### src/rtl/demux_stream_router_if.sv
// Stream bundle between one producer, the router and N_OUT consumers.
// The router takes the slave side; the environment drives the master side.
interface demux_stream_router_if #(
  parameter int WIDTH = 8,
  parameter int N_OUT = 4
);
  localparam int SEL_W = $clog2(N_OUT);

  logic                   in_valid;
  logic                   in_ready;
  logic [WIDTH-1:0]       in_data;
  logic [SEL_W-1:0]       in_sel;
  logic                   in_bcast;
  logic [N_OUT-1:0]       out_valid;
  logic [N_OUT-1:0]       out_ready;
  logic [N_OUT*WIDTH-1:0] out_data;
  logic [7:0]             err_count;

  modport master (
    output in_valid, in_data, in_sel, in_bcast, out_ready,
    input  in_ready, out_valid, out_data, err_count
  );

  modport slave (
    input  in_valid, in_data, in_sel, in_bcast, out_ready,
    output in_ready, out_valid, out_data, err_count
  );
endinterface

### src/rtl/demux_stream_router.sv
// Registered 1-to-N_OUT stream demultiplexer with one FIFO per channel,
// optional broadcast, and a saturating counter of words sent to a nonexistent channel.
module demux_stream_router #(
  parameter int WIDTH = 8,
  parameter int N_OUT = 4,
  parameter int DEPTH = 2
) (
  input logic                  clk,
  input logic                  rst,
  demux_stream_router_if.slave bus
);
  localparam int SEL_W = $clog2(N_OUT);
  localparam int PTR_W = $clog2(DEPTH);
  localparam int CNT_W = PTR_W + 1;
  localparam logic [SEL_W:0]   N_OUT_L  = (SEL_W + 1)'(N_OUT);
  localparam logic [CNT_W-1:0] FULL_CNT = CNT_W'(DEPTH);

  logic [N_OUT-1:0]       full;
  logic [N_OUT-1:0]       valid;
  logic [N_OUT-1:0]       target;
  logic [N_OUT-1:0]       push;
  logic [N_OUT*WIDTH-1:0] out_data;
  logic                   sel_ok;
  logic                   accept;
  logic                   drop;
  logic [7:0]             err_count_q;
  logic [7:0]             err_count_d;

  assign sel_ok = ({1'b0, bus.in_sel} < N_OUT_L);
  // Ready only looks at registered full flags of the targeted channels, so
  // out_ready never reaches in_ready; an out-of-range word targets nothing.
  assign bus.in_ready = ~|(target & full);
  assign accept       = bus.in_valid & bus.in_ready;
  assign push         = target & {N_OUT{accept}};
  assign drop         = accept & ~bus.in_bcast & ~sel_ok;

  genvar gi;
  for (gi = 0; gi < N_OUT; gi++) begin : g_ch
    logic [WIDTH-1:0] mem_q [DEPTH];
    logic [PTR_W-1:0] rd_ptr_q;
    logic [PTR_W-1:0] wr_ptr_q;
    logic [CNT_W-1:0] cnt_q;
    logic             pop;

    assign target[gi] = bus.in_bcast | (sel_ok & (bus.in_sel == SEL_W'(gi)));
    assign full[gi]   = (cnt_q == FULL_CNT);
    assign valid[gi]  = (cnt_q != '0);
    assign pop        = valid[gi] & bus.out_ready[gi];
    assign out_data[gi*WIDTH +: WIDTH] = mem_q[rd_ptr_q];

    always_ff @(posedge clk or posedge rst) begin
      if (rst) begin
        for (int i = 0; i < DEPTH; i++) begin
          mem_q[i] <= '0;
        end
        rd_ptr_q <= '0;
        wr_ptr_q <= '0;
        cnt_q    <= '0;
      end else begin
        if (push[gi]) begin
          mem_q[wr_ptr_q] <= bus.in_data;
          wr_ptr_q        <= wr_ptr_q + PTR_W'(1);
        end
        if (pop) begin
          rd_ptr_q <= rd_ptr_q + PTR_W'(1);
        end
        if (push[gi] && !pop) begin
          cnt_q <= cnt_q + CNT_W'(1);
        end else if (!push[gi] && pop) begin
          cnt_q <= cnt_q - CNT_W'(1);
        end
      end
    end
  end

  always_comb begin
    err_count_d = err_count_q;
    if (drop && (err_count_q != 8'hFF)) begin
      err_count_d = err_count_q + 8'd1;
    end
  end

  always_ff @(posedge clk or posedge rst) begin
    if (rst) begin
      err_count_q <= '0;
    end else begin
      err_count_q <= err_count_d;
    end
  end

  assign bus.out_valid = valid;
  assign bus.out_data  = out_data;
  assign bus.err_count = err_count_q;
endmodule

### src/flat_wrapper.sv
// flat-port wrapper written by rule: the top's interface ports become plain ports
module demux_stream_router_flat 
#(
  parameter int WIDTH = 8,
  parameter int N_OUT = 4,
  parameter int DEPTH = 2
)
  (clk, rst, bus_in_valid, bus_in_data, bus_in_sel, bus_in_bcast, bus_out_ready, bus_in_ready, bus_out_valid, bus_out_data, bus_err_count);
  demux_stream_router_if #(.WIDTH(WIDTH), .N_OUT(N_OUT)) bus_i ();
  input logic clk;
  input logic rst;
  input wire logic [$bits(bus_i.in_valid)-1:0] bus_in_valid;
  input wire logic [$bits(bus_i.in_data)-1:0] bus_in_data;
  input wire logic [$bits(bus_i.in_sel)-1:0] bus_in_sel;
  input wire logic [$bits(bus_i.in_bcast)-1:0] bus_in_bcast;
  input wire logic [$bits(bus_i.out_ready)-1:0] bus_out_ready;
  output wire logic [$bits(bus_i.in_ready)-1:0] bus_in_ready;
  output wire logic [$bits(bus_i.out_valid)-1:0] bus_out_valid;
  output wire logic [$bits(bus_i.out_data)-1:0] bus_out_data;
  output wire logic [$bits(bus_i.err_count)-1:0] bus_err_count;
  assign bus_i.in_valid = bus_in_valid;
  assign bus_i.in_data = bus_in_data;
  assign bus_i.in_sel = bus_in_sel;
  assign bus_i.in_bcast = bus_in_bcast;
  assign bus_i.out_ready = bus_out_ready;
  assign bus_in_ready = bus_i.in_ready;
  assign bus_out_valid = bus_i.out_valid;
  assign bus_out_data = bus_i.out_data;
  assign bus_err_count = bus_i.err_count;
  demux_stream_router #(.WIDTH(WIDTH), .N_OUT(N_OUT), .DEPTH(DEPTH)) u_core (.clk(clk), .rst(rst), .bus(bus_i));
endmodule
### config.mk
export PLATFORM = sky130hd
export DESIGN_NAME = demux_stream_router_flat
export DESIGN_NICKNAME = d
export VERILOG_FILES = /design/src/rtl/demux_stream_router_if.sv /design/src/rtl/demux_stream_router.sv /design/src/flat_wrapper.sv
export SDC_FILE = /design/constraint.sdc
export NUM_CORES = 1
export LEC_CHECK = 0
export BUFFER_PORTS_ARGS = -buffer_cell sky130_fd_sc_hd__clkbuf_2
export CAP_MARGIN = 10
export CELL_PAD_IN_SITES_DETAIL_PLACEMENT = 0
export CELL_PAD_IN_SITES_GLOBAL_PLACEMENT = 1
export CORE_MARGIN = 2
export CORE_UTILIZATION = 40
export DETAILED_ROUTE_END_ITERATION = 8
export GPL_TIMING_DRIVEN = 0
export PLACE_DENSITY = 0.68
export SYNTH_ARGS = -nofsm -noshare
export SYNTH_HDL_FRONTEND = slang
export SYNTH_SLANG_ARGS = --single-unit
### constraint.sdc
create_clock -name clk -period 3.7 [get_ports clk]
set_input_delay 0.37 -clock clk [delete_from_list [all_inputs] [get_ports clk]]
set_output_delay 0.37 -clock clk [all_outputs]
set_load 0.005 [all_outputs]
==> impl_metrics.yaml, run 1 <==
run_status:
  outcome: "completed"
logic_synthesis:
  post-synth-top-area-fraction_pct: 53.6
  async_flop_share_pct: 100
  synth_area_per_inst_um2: 14.3
  synth_enable_flop_cells: 0
  synthCells: 262
  yosys_warnings: 0
  syn_area_mm2: 0.00374
  synth_area_leader_cell: "sky130_fd_sc_hd__dfrtp_1"
  yosys-top-cells-area: "sky130_fd_sc_hd__dfrtp_1, sky130_fd_sc_hd__mux2_2, sky130_fd_sc_hd__mux2_4"
  synth_seq_area_share_pct: 53.6
  synth_cell_type_count: 31
  synth_ff_type: "sky130_fd_sc_hd__dfrtp_1"
  yosys_register_bits: 80
sta:
  hold_viol_final: 0
  min_period_over_period_pct: 62.2
  worstMarginPinSlew_ns: 0.670
  timing.setup.tns_ns: 0
  post-route-min-period_ns: 2.30
  rsz0062_at_grt: "false"
  max_clock_freq_mhz: 435
  maxSlewHeadroom_pct: 54.9
  number_of_setup_violations_in_the_final_report: 0
  skew_ns: 0.0110
  fin_ws_ns: 1.40
  maxSlewViolCount: 0
critical_path:
  data_arrival_critical_path_ns: 2.54
  cpLargestDelayFamily: "simple AND/OR/NAND/NOR gates"
  worstRegToRegCells: 6
  path_cells: "nand2b_1 > o21ai_2 > or4_1 > buf_6 > nor3b_4 > mux2_2"
  critPathSlowestCell: "sky130_fd_sc_hd__or4_1"
  required_ns: 3.94
  worst_r2r_startpoint: "u_core.g_ch[3].cnt_q[0]"
  worstSetupEndpointType: "flip-flop"
  setup.worst_path.class: "flip-flop to flip-flop"
  cp_max_stage_delay_ns: 0.52
  critical_path_buf_inv_count: 1
  cp_num_cells: 6
  startpoint_type: "flip-flop"
  worstPathMaxFanout: 8
  startpoint: "u_core.g_ch[3].cnt_q[0]"
min_path:
  worstHoldStart: "bus_out_ready[0]"
  worst_hold_stages: 3
  hold_wc_path_type: "primary input to flip-flop"
routing:
  route.detailed.wl_per_inst_um: 16.0
  routed_wirelength_mm: 7.22
  dr_total_vias: 2180
  first_pass_iters: 4
  vias_per_cell: 4.82
  post-route-drc-count: 0
  post_route_antenna_net_violation_count: 0
  drt_iter0_markers: 27
global_route:
  grt-ovfl-total: 0
  grt_max_degree: 57
  grt_first_pass_wirelength_mm: 11.8
  global_route.usage.total_pct: 15.4
  number_of_global_route_vias_before_repair: 2282
  grt_antenna_before_repair: 0
die:
  chipWidth_um: 101
  floorplan.die_area_mm2: 0.0101
  floorplan.initialDensity_pct: 40.8
  core.rowCount: 35
  number_of_top_level_design_ports: 63
  die_height_um: 101
  area_of_the_core_mm2: 0.00915
placement:
  dp_slack_ns: 1.18
  detailedPlacementHpwl_mm: 4.84
  number_of_input_and_output_port_buffers_inserted: 54
  global_placer_s_final_weighted_congestion: 0.696
clocking:
  cts_buffer_depth: 2
  cts.sinks: 80
  cts_inserted_buffers: 9
  cts.hold.buffers_added: 1
  clk_latency_worst_skew_pair_ns: 0.35
  cts-root-buf: "sky130_fd_sc_hd__clkbuf_8"
  cts_max_level: 3
  cts_resized: 0
  cts_post_setup_buffers_inserted: 0
  clkSlewWorstSetupHoldPaths_ns: 0.08
  cts_tree: "done"
layout:
  final_nets: 358
  register_area_mm2: 0.00200
  n_fill_cell: 837
  multi_input_comb_area_mm2: 0.00164
  drive_above_1_share_pct: 55.4
  antenna_cells_inserted: 0
  area_growth_syn_to_layout_pct: 18.6
job:
  cap_violations: 0
power:
  power.leakage_nw: 2.05
  vdd_drop_max_mv: 0.381
  power_density_mw_per_mm2: 894
[sequential cells by signal, indices dropped and copies added (netlist names)]
register	cells
u_core.g_ch.cnt_q	8
u_core.g_ch.mem_q	64
u_core.g_ch.wr_ptr_q	4
u_core.g_ch.rd_ptr_q	4
[through the flow]
step                      instances  area [um^2]  hold slack [ns]  util (%)  power [mW]
after floorplan                 269         3760            0.456         -        2.75
after global placement          434         4170            0.474      45.6        3.25
after detailed placement        435         4200            0.366      45.9        3.30
after CTS                       452         4430            0.284      48.4        4.02
after global routing            452         4430            0.299      48.4        4.26
final                           452         4430            0.296      48.4        3.96
[report_power, final]
group	switching (mW)	total, mW	internal (mW)
sequential	0.233	1.56	1.33
combinational	0.672	1.69	1.02
clock	0.323	0.707	0.384
[final timing paths]
check	end	slack [ns]
min in group asynchronous	u_core.g_ch[0].cnt_q[1]	0.54
max in group asynchronous	u_core.g_ch[2].mem_q[12]	2.58
max	u_core.g_ch[2].mem_q[2]	1.40
min reg2reg	u_core.g_ch[1].cnt_q[1]	0.49
max reg2reg	u_core.g_ch[2].mem_q[2]	1.40
min	u_core.g_ch[0].rd_ptr_q	0.30
[area by class of cell]
| class | instances | area share (%) |
|---|---|---|
| sequential | 80 | 45.2 |
| multi-input combinational | 170 | 37.1 |
| timing repair buffer | 56 | 6.94 |
| tap | 111 | 3.13 |
| clock buffer | 10 | 2.88 |
| buffer | 16 | 2.43 |
| clock inverter | 6 | 2.09 |
| inverter | 3 | 0.310 |
[layer usage]
layer | part of all wire, % | global-route usage, %
met1 | 49 | 21.9
met3 | 4.0 | 2.77
met4 | 1.0 | 6.64
met5 | 0 | 0
met2 | 46 | 23.2
[synth_stat cells, types with 2 or more instances]
cell type	instances
sky130_fd_sc_hd__mux2_4	8
sky130_fd_sc_hd__buf_4	8
sky130_fd_sc_hd__a21oi_1	2
sky130_fd_sc_hd__dfrtp_1	80
sky130_fd_sc_hd__clkbuf_1	4
sky130_fd_sc_hd__mux2_2	88
sky130_fd_sc_hd__nor4_1	3
sky130_fd_sc_hd__nor2_1	7
sky130_fd_sc_hd__buf_6	2
sky130_fd_sc_hd__o21ai_0	2
sky130_fd_sc_hd__xor2_1	10
sky130_fd_sc_hd__nor3b_4	2
sky130_fd_sc_hd__ha_1	4
sky130_fd_sc_hd__or2_2	4
sky130_fd_sc_hd__nand2b_1	4
sky130_fd_sc_hd__buf_2	2
sky130_fd_sc_hd__xnor2_1	9
sky130_fd_sc_hd__nor2b_1	2
sky130_fd_sc_hd__nand2_1	7
sky130_fd_sc_hd__inv_1	3
[tightest hold or removal path, delay by kind of cell]
kind / cells / cell delay [ns]
simple gates: 1 / 0.09
buf+inv: 1 / 0.08
xor+xnor: 1 / 0.07
[logic make-up (layout without fill, tap and decap cells)]
group	count (synthesis)	after routing	synth area share, %
xor gates and xnor gates	19	19	4.45
and+or+nand+nor	35	35	5.96
buffers and inverters	19	91	3.18
AOI/OAI and AO/OA	8	8	1.67
muxes	96	96	29.7
DFF	80	80	53.6
adders and majority gates	4	4	1.34
other	1	8	0.100
[cell usage in the layout (no fill, tap or decap)]
cell / netlist / routed
sky130_fd_sc_hd__clkbuf_8: 0 / 9
sky130_fd_sc_hd__conb_1: 1 / 8
sky130_fd_sc_hd__clkinv_4: 0 / 1
sky130_fd_sc_hd__nor3_4: 1 / 1
sky130_fd_sc_hd__buf_16: 0 / 1
sky130_fd_sc_hd__a21bo_2: 1 / 1
sky130_fd_sc_hd__xor2_1: 10 / 10
sky130_fd_sc_hd__buf_2: 2 / 2
sky130_fd_sc_hd__nand2b_1: 4 / 4
sky130_fd_sc_hd__inv_4: 0 / 1
sky130_fd_sc_hd__mux2_4: 8 / 8
sky130_fd_sc_hd__clkbuf_2: 0 / 54
sky130_fd_sc_hd__dlygate4sd3_1: 0 / 1
sky130_fd_sc_hd__nor4_1: 3 / 3
sky130_fd_sc_hd__o21ai_2: 1 / 1
sky130_fd_sc_hd__mux2_2: 88 / 88
sky130_fd_sc_hd__nor3b_4: 2 / 2
sky130_fd_sc_hd__clkinvlp_4: 0 / 2
sky130_fd_sc_hd__o21bai_1: 1 / 1
sky130_fd_sc_hd__o21ai_0: 2 / 2
sky130_fd_sc_hd__a21oi_4: 1 / 1
sky130_fd_sc_hd__or3_1: 1 / 1
sky130_fd_sc_hd__xnor2_1: 9 / 9
sky130_fd_sc_hd__nor2_1: 7 / 7
sky130_fd_sc_hd__or2_2: 4 / 4
sky130_fd_sc_hd__a21oi_1: 2 / 2
sky130_fd_sc_hd__clkbuf_1: 4 / 5
sky130_fd_sc_hd__dfrtp_1: 80 / 80
sky130_fd_sc_hd__and2_1: 1 / 1
sky130_fd_sc_hd__ha_1: 4 / 4
sky130_fd_sc_hd__inv_6: 0 / 1
sky130_fd_sc_hd__inv_1: 3 / 2
sky130_fd_sc_hd__or2b_1: 1 / 1
sky130_fd_sc_hd__buf_6: 2 / 2
sky130_fd_sc_hd__buf_4: 8 / 8
sky130_fd_sc_hd__bufinv_16: 0 / 2
sky130_fd_sc_hd__or4_1: 1 / 1
sky130_fd_sc_hd__nand2_1: 7 / 7
sky130_fd_sc_hd__nor2b_1: 2 / 2
sky130_fd_sc_hd__nor3b_1: 1 / 1
Power figures use the tool's default switching activity.
==> inputs of run 2 (changes only) <==
Settings changed: PLACE_DENSITY 0.68 to 0.7.
Clock period 3.7 ns to 1.9 ns, I/O delays scaled along.
==> impl_metrics.yaml, run 2 (synthesis gave the netlist of run 1 again) <==
run_status:
  outcome: "finished with violations"
  failing_checks: "hold timing, setup timing"
global_route:
  grt_antenna_before_repair: 0
  grt_max_degree: 43
  grt-ovfl-total: 0
  number_of_global_route_vias_before_repair: 2312
  grt_first_pass_wirelength_mm: 12.0
  global_route.usage.total_pct: 15.5
critical_path:
  worstSetupEndpointType: "flip-flop"
  path_cells: "nand2b_1 > a21oi_4 > or4_4 > or3_4 > buf_6 > mux2_4"
  setup.reg_to_reg.worst_slack_ns: -0.26
  critPathSlowestCell: "sky130_fd_sc_hd__or4_4"
  worstPathMaxFanout: 7
  worstRegToRegCells: 6
  cp_max_stage_delay_ns: 0.63
  setup.worst_path.class: "flip-flop to flip-flop"
  startpoint_type: "flip-flop"
  data_arrival_critical_path_ns: 2.39
  required_ns: 2.13
clocking:
  cts_inserted_buffers: 9
  cts.hold.buffers_added: 0
  cts-root-buf: "sky130_fd_sc_hd__clkbuf_8"
  cts_buffer_depth: 2
  cts_max_level: 3
  cts.sinks: 80
  clkSlewWorstSetupHoldPaths_ns: 0.09
  cts_tree: "done"
  clk_latency_worst_skew_pair_ns: 0.35
routing:
  route.detailed.wl_per_inst_um: 16.5
  post-route-drc-count: 0
  drt_iter0_markers: 62
  dr_total_vias: 2241
  first_pass_iters: 4
  post_route_antenna_net_violation_count: 0
  vias_per_cell: 4.85
  routed_wirelength_mm: 7.64
layout:
  fin_cells: 462
  area_growth_syn_to_layout_pct: 30.3
  layout.cells.most_common_list: "sky130_fd_sc_hd__dfrtp_1, sky130_fd_sc_hd__mux2_2, sky130_fd_sc_hd__clkbuf_2"
  layout.cells.most_common: "sky130_fd_sc_hd__dfrtp_1"
  antenna_cells_inserted: 0
  largest_reg_flops: 64
  largest_registers: "u_core.g_ch.mem_q (64), u_core.g_ch.cnt_q (8)"
  finish.utilization_pct: 53.2
  n_fill_cell: 792
  regMostFlops: "u_core.g_ch.mem_q"
  final_nets: 368
  drive_above_1_share_pct: 63.5
sta:
  skew_ns: 0.0112
  hold_viol_final: 4
  maxSlewHeadroom_pct: 40.5
  number_of_setup_violations_in_the_final_report: 61
  final.hold.worst_slack_ns: -0.00246
  rsz0062_at_grt: "true"
  max_clock_freq_mhz: 463
  post-route-min-period_ns: 2.16
  timing.setup.tns_ns: -9.50
  min_period_over_period_pct: 114
  maxSlewViolCount: 0
  worstMarginPinSlew_ns: 0.891
  fin_ws_ns: -0.258
die:
  core.rowCount: 35
  number_of_top_level_design_ports: 63
  floorplan.die_area_mm2: 0.0101
  die_height_um: 101
  area_of_the_core_mm2: 0.00915
  floorplan.initialDensity_pct: 40.8
  chipWidth_um: 101
power:
  power_density_mw_per_mm2: 1780
  power.leakage_nw: 2.27
  vdd_drop_max_mv: 0.833
min_path:
  hold_wc_path_type: "primary input to asynchronous set/reset pin"
placement:
  global_placer_s_final_weighted_congestion: 0.768
  dpl.cell_count: 435
  number_of_input_and_output_port_buffers_inserted: 54
  detailedPlacementHpwl_mm: 4.85
job:
  cap_violations: 0
run 2: changes by cell type in the layout (fill, tap and decap cells not counted), moves of 3 or more:
cell / previous run / this run
sky130_fd_sc_hd__nor2_1: 7 / 3
sky130_fd_sc_hd__buf_4: 8 / 20
sky130_fd_sc_hd__ha_4: 0 / 3
sky130_fd_sc_hd__ha_1: 4 / 1
sky130_fd_sc_hd__mux2_2: 88 / 56
sky130_fd_sc_hd__clkbuf_1: 5 / 1
sky130_fd_sc_hd__buf_12: 0 / 4
sky130_fd_sc_hd__mux2_4: 8 / 40
run 2: layout make-up:
| class | instances | area [um^2] | share of cell area [%] |
|---|---|---|---|
| repair buffers | 71 | 452 | 9.28 |
| well taps | 111 | 139 | 2.85 |
| flip-flops and latches | 80 | 2000 | 41.1 |
| clock buffers | 12 | 155 | 3.19 |
| inverters | 3 | 15.0 | 0.308 |
| clock inverters | 4 | 98.8 | 2.03 |
| multi-input cells | 170 | 1920 | 39.3 |
| plain buffers | 11 | 91.3 | 1.88 |
run 2: path summary, 6_finish.rpt:
check | startpoint | to
max | u_core.g_ch[2].cnt_q[1] | u_core.g_ch[3].mem_q[15]
max reg2reg | u_core.g_ch[2].cnt_q[1] | u_core.g_ch[3].mem_q[15]
min in group clk | bus_out_ready[3] | u_core.g_ch[3].rd_ptr_q
min | rst | u_core.g_ch[3].mem_q[2]
max in group asynchronous | rst | u_core.g_ch[0].mem_q[9]
min reg2reg | u_core.g_ch[2].cnt_q[1] | u_core.g_ch[2].cnt_q[1]
run 2: critical path: cells and delay by family (launching register included):
family	cells	cell delay [ns]
and+or+nand+nor	3	1.14
AOI/OAI and AO/OA	1	0.05
buffers and inverters	1	0.15
muxes	1	0.29
DFF	1	0.41
run 2: power by group:
| part | total, mW | internal (mW) | leakage [nW] | switching (mW) |
|---|---|---|---|---|
| Clock | 1.56 | 0.951 | 0.127 | 0.613 |
| Combinational | 3.86 | 2.50 | 1.19 | 1.37 |
| Sequential | 3.24 | 2.59 | 0.951 | 0.653 |
run 2: what timing repair did:
| action | CTS | global route |
|---|---|---|
| gates resized for setup | 16 | 35 |
| pin swaps | 3 | 5 |
| buffers inserted | 7 | 8 |
| endpoints found under the setup margin | 73 | 104 |
| gates cloned | 0 | 1 |
run 2: metal layers:
metal | GRT usage [%] | wire length [um] | vias to the layer above
li1 | - | - | 1062
met1 | 22.4 | 3760 | 1128
met2 | 23.4 | 3540 | 47
met3 | 4.79 | 316 | 4
met4 | 2.85 | 34 | 0
met5 | 0 | 0 | -
run 2: metrics by stage:
| stage | setup slack, ns | power, mW | instance area, um^2 |
|---|---|---|---|
| 2_1_floorplan | -0.207 | 5.50 | 3830 |
| 3_3_place_gp | -0.448 | 6.48 | 4240 |
| 3_5_place_dp | -0.531 | 6.57 | 4260 |
| 4_1_cts | -0.275 | 8.41 | 4680 |
| 5_1_grt | -0.310 | 9.26 | 4870 |
| 6_report | -0.258 | 8.67 | 4870 |
==> inputs of run 3 (changes only) <==
==> constraint.sdc (replaced) <==
create_clock -name clk -period 1.9 [get_ports clk]
set_input_delay 0.285 -clock clk [delete_from_list [all_inputs] [get_ports clk]]
set_output_delay 0.285 -clock clk [all_outputs]
set_load 0.005 [all_outputs]
==> impl_metrics.yaml, run 3 (synthesis gave the netlist of run 1 again) <==
routing:
  route.detailed.wl_per_inst_um: 16.5
  post-route-drc-count: 0
  post_route_antenna_net_violation_count: 0
  first_pass_iters: 4
  dr_total_vias: 2248
  routed_wirelength_mm: 7.62
  vias_per_cell: 4.88
  drt_iter0_markers: 54
sta:
  hold_viol_final: 0
  fin_ws_ns: -0.253
  rsz0062_at_grt: "true"
  worstMarginPinSlew_ns: 0.890
  post-route-min-period_ns: 2.15
  max_clock_freq_mhz: 465
  min_period_over_period_pct: 113
  number_of_setup_violations_in_the_final_report: 61
  skew_ns: 0.0109
  maxSlewViolCount: 0
  maxSlewHeadroom_pct: 40.5
critical_path:
  worst_r2r_startpoint: "u_core.g_ch[2].cnt_q[1]"
  cpLargestDelayFamily: "simple AND/OR/NAND/NOR gates"
  data_arrival_critical_path_ns: 2.39
  startpoint: "u_core.g_ch[2].cnt_q[1]"
  worstRegToRegCells: 6
  critical_path_buf_inv_count: 1
  setup.worst_path.class: "flip-flop to flip-flop"
  crit_end: "u_core.g_ch[3].mem_q[15]"
  path_cells: "nand2b_1 > a21oi_4 > or4_4 > or3_4 > buf_6 > mux2_4"
  required_ns: 2.13
  setup.reg_to_reg.worst_slack_ns: -0.25
  cp_max_stage_delay_ns: 0.62
  critPathSlowestCell: "sky130_fd_sc_hd__or4_4"
  cp_num_cells: 6
  worstPathMaxFanout: 7
  reg2reg_to: "u_core.g_ch[3].mem_q[15]"
  startpoint_type: "flip-flop"
  worstSetupEndpointType: "flip-flop"
power:
  power_density_mw_per_mm2: 1780
  power.total_mw: 8.60
  vdd_drop_max_mv: 0.823
  power.leakage_nw: 2.26
die:
  area_of_the_core_mm2: 0.00915
  number_of_top_level_design_ports: 63
  core.rowCount: 35
  die_height_um: 101
  floorplan.die_area_mm2: 0.0101
  floorplan.initialDensity_pct: 40.8
  chipWidth_um: 101
clocking:
  cts.hold.buffers_added: 0
  clkSlewWorstSetupHoldPaths_ns: 0.08
  cts.sinks: 80
  clk_latency_worst_skew_pair_ns: 0.35
  cts_max_level: 3
  cts_inserted_buffers: 9
  cts_tree: "done"
  cts_buffer_depth: 2
  cts-root-buf: "sky130_fd_sc_hd__clkbuf_8"
placement:
  number_of_input_and_output_port_buffers_inserted: 54
  placed_area_mm2: 0.00426
  global_placer_s_final_weighted_congestion: 0.768
  dp_slack_ns: -0.626
  detailedPlacementHpwl_mm: 4.85
layout:
  antenna_cells_inserted: 0
  largest_reg_flops: 64
  drive_above_1_share_pct: 62.3
  final_nets: 367
  layout.cells.most_common: "sky130_fd_sc_hd__dfrtp_1"
  final_design_area_no_fill_mm2: 0.00483
  finish.utilization_pct: 52.8
  layout.cells.most_common_list: "sky130_fd_sc_hd__dfrtp_1, sky130_fd_sc_hd__mux2_2, sky130_fd_sc_hd__clkbuf_2"
  largest_registers: "u_core.g_ch.mem_q (64), u_core.g_ch.cnt_q (8)"
  regMostFlops: "u_core.g_ch.mem_q"
  area_growth_syn_to_layout_pct: 29.3
  n_fill_cell: 794
job:
  cap_violations: 0
global_route:
  number_of_global_route_vias_before_repair: 2302
  global_route.usage.total_pct: 15.5
  grt_antenna_before_repair: 0
  grt_first_pass_wirelength_mm: 12.0
  grt_max_degree: 43
  grt-ovfl-total: 0
run_status:
  outcome: "finished with violations"
  failing_checks: "setup timing"
min_path:
  hold_wc_path_type: "primary input to asynchronous set/reset pin"
run 3: cell count changes in the layout (fill, tap and decap cells not counted):
cell | before | now
sky130_fd_sc_hd__ha_1 | 1 | 2
sky130_fd_sc_hd__xor2_1 | 9 | 10
sky130_fd_sc_hd__nor2_1 | 3 | 5
sky130_fd_sc_hd__xor2_2 | 1 | 0
sky130_fd_sc_hd__ha_4 | 3 | 2
sky130_fd_sc_hd__buf_4 | 20 | 19
sky130_fd_sc_hd__nor2_2 | 2 | 1
sky130_fd_sc_hd__nor2_4 | 2 | 1
run 3: repair_timing:
action	CTS	global route
setup endpoints to repair	105	73
gates cloned	0	1
setup buffers	7	7
pin swaps	3	3
resized for setup	16	29
run 3: power breakdown:
group	internal, mW	switching (mW)
sequential	2.59	0.656
combinational	2.46	1.34
clock	0.951	0.613
run 3: cell type report:
| type | instances | area (um^2) | share of cell area [%] |
|---|---|---|---|
| plain buffers | 11 | 91.3 | 1.89 |
| clock buffers | 12 | 155 | 3.21 |
| clock inverters | 4 | 98.8 | 2.05 |
| inverters | 3 | 15.0 | 0.311 |
| multi-input cells | 170 | 1890 | 39.0 |
| flip-flops and latches | 80 | 2000 | 41.4 |
| well taps | 111 | 139 | 2.87 |
| repair buffers | 70 | 444 | 9.19 |
run 3: worst register-to-register path, stage by stage, from the launching register on:
cell and delay (ns):
sky130_fd_sc_hd__dfrtp_1 0.41, sky130_fd_sc_hd__nand2b_1 0.13, sky130_fd_sc_hd__a21oi_4 0.05, sky130_fd_sc_hd__or4_4 0.62, sky130_fd_sc_hd__or3_4 0.38, sky130_fd_sc_hd__buf_6 0.15
sky130_fd_sc_hd__mux2_4 0.29
run 3: layer usage:
layer | routed length [um] | up-vias | global-route usage [%]
li1 | - | 1057 | -
met1 | 3780 | 1140 | 22.6
met2 | 3490 | 47 | 23.1
met3 | 316 | 4 | 4.79
met4 | 34 | 0 | 2.85
met5 | 0 | - | 0
run 3: how the worst min path moves through the flow:
stage                       startpoint                  endpoint  cells after the start
6_report                           rst   u_core.g_ch[3].mem_q[2]                      2
5_1_grt                            rst   u_core.g_ch[3].cnt_q[0]                      2
4_1_cts                            rst   u_core.g_ch[3].cnt_q[1]                      2
3_5_place_dp   u_core.g_ch[2].cnt_q[1]   u_core.g_ch[2].cnt_q[1]                      1
3_3_place_gp   u_core.g_ch[2].cnt_q[1]   u_core.g_ch[2].cnt_q[1]                      1
2_1_floorplan           bus_in_data[3]  u_core.g_ch[2].mem_q[11]                      1
run 3: through the flow:
stage          TNS [ns]  hold slack, ns  std cells
2_1_floorplan     -6.09           0.433        269
3_3_place_gp     -32.63           0.475        434
3_5_place_dp     -34.48           0.474        435
4_1_cts          -11.81           0.103        454
5_1_grt          -14.71           0.141        461
6_report          -9.20          0.0923        461
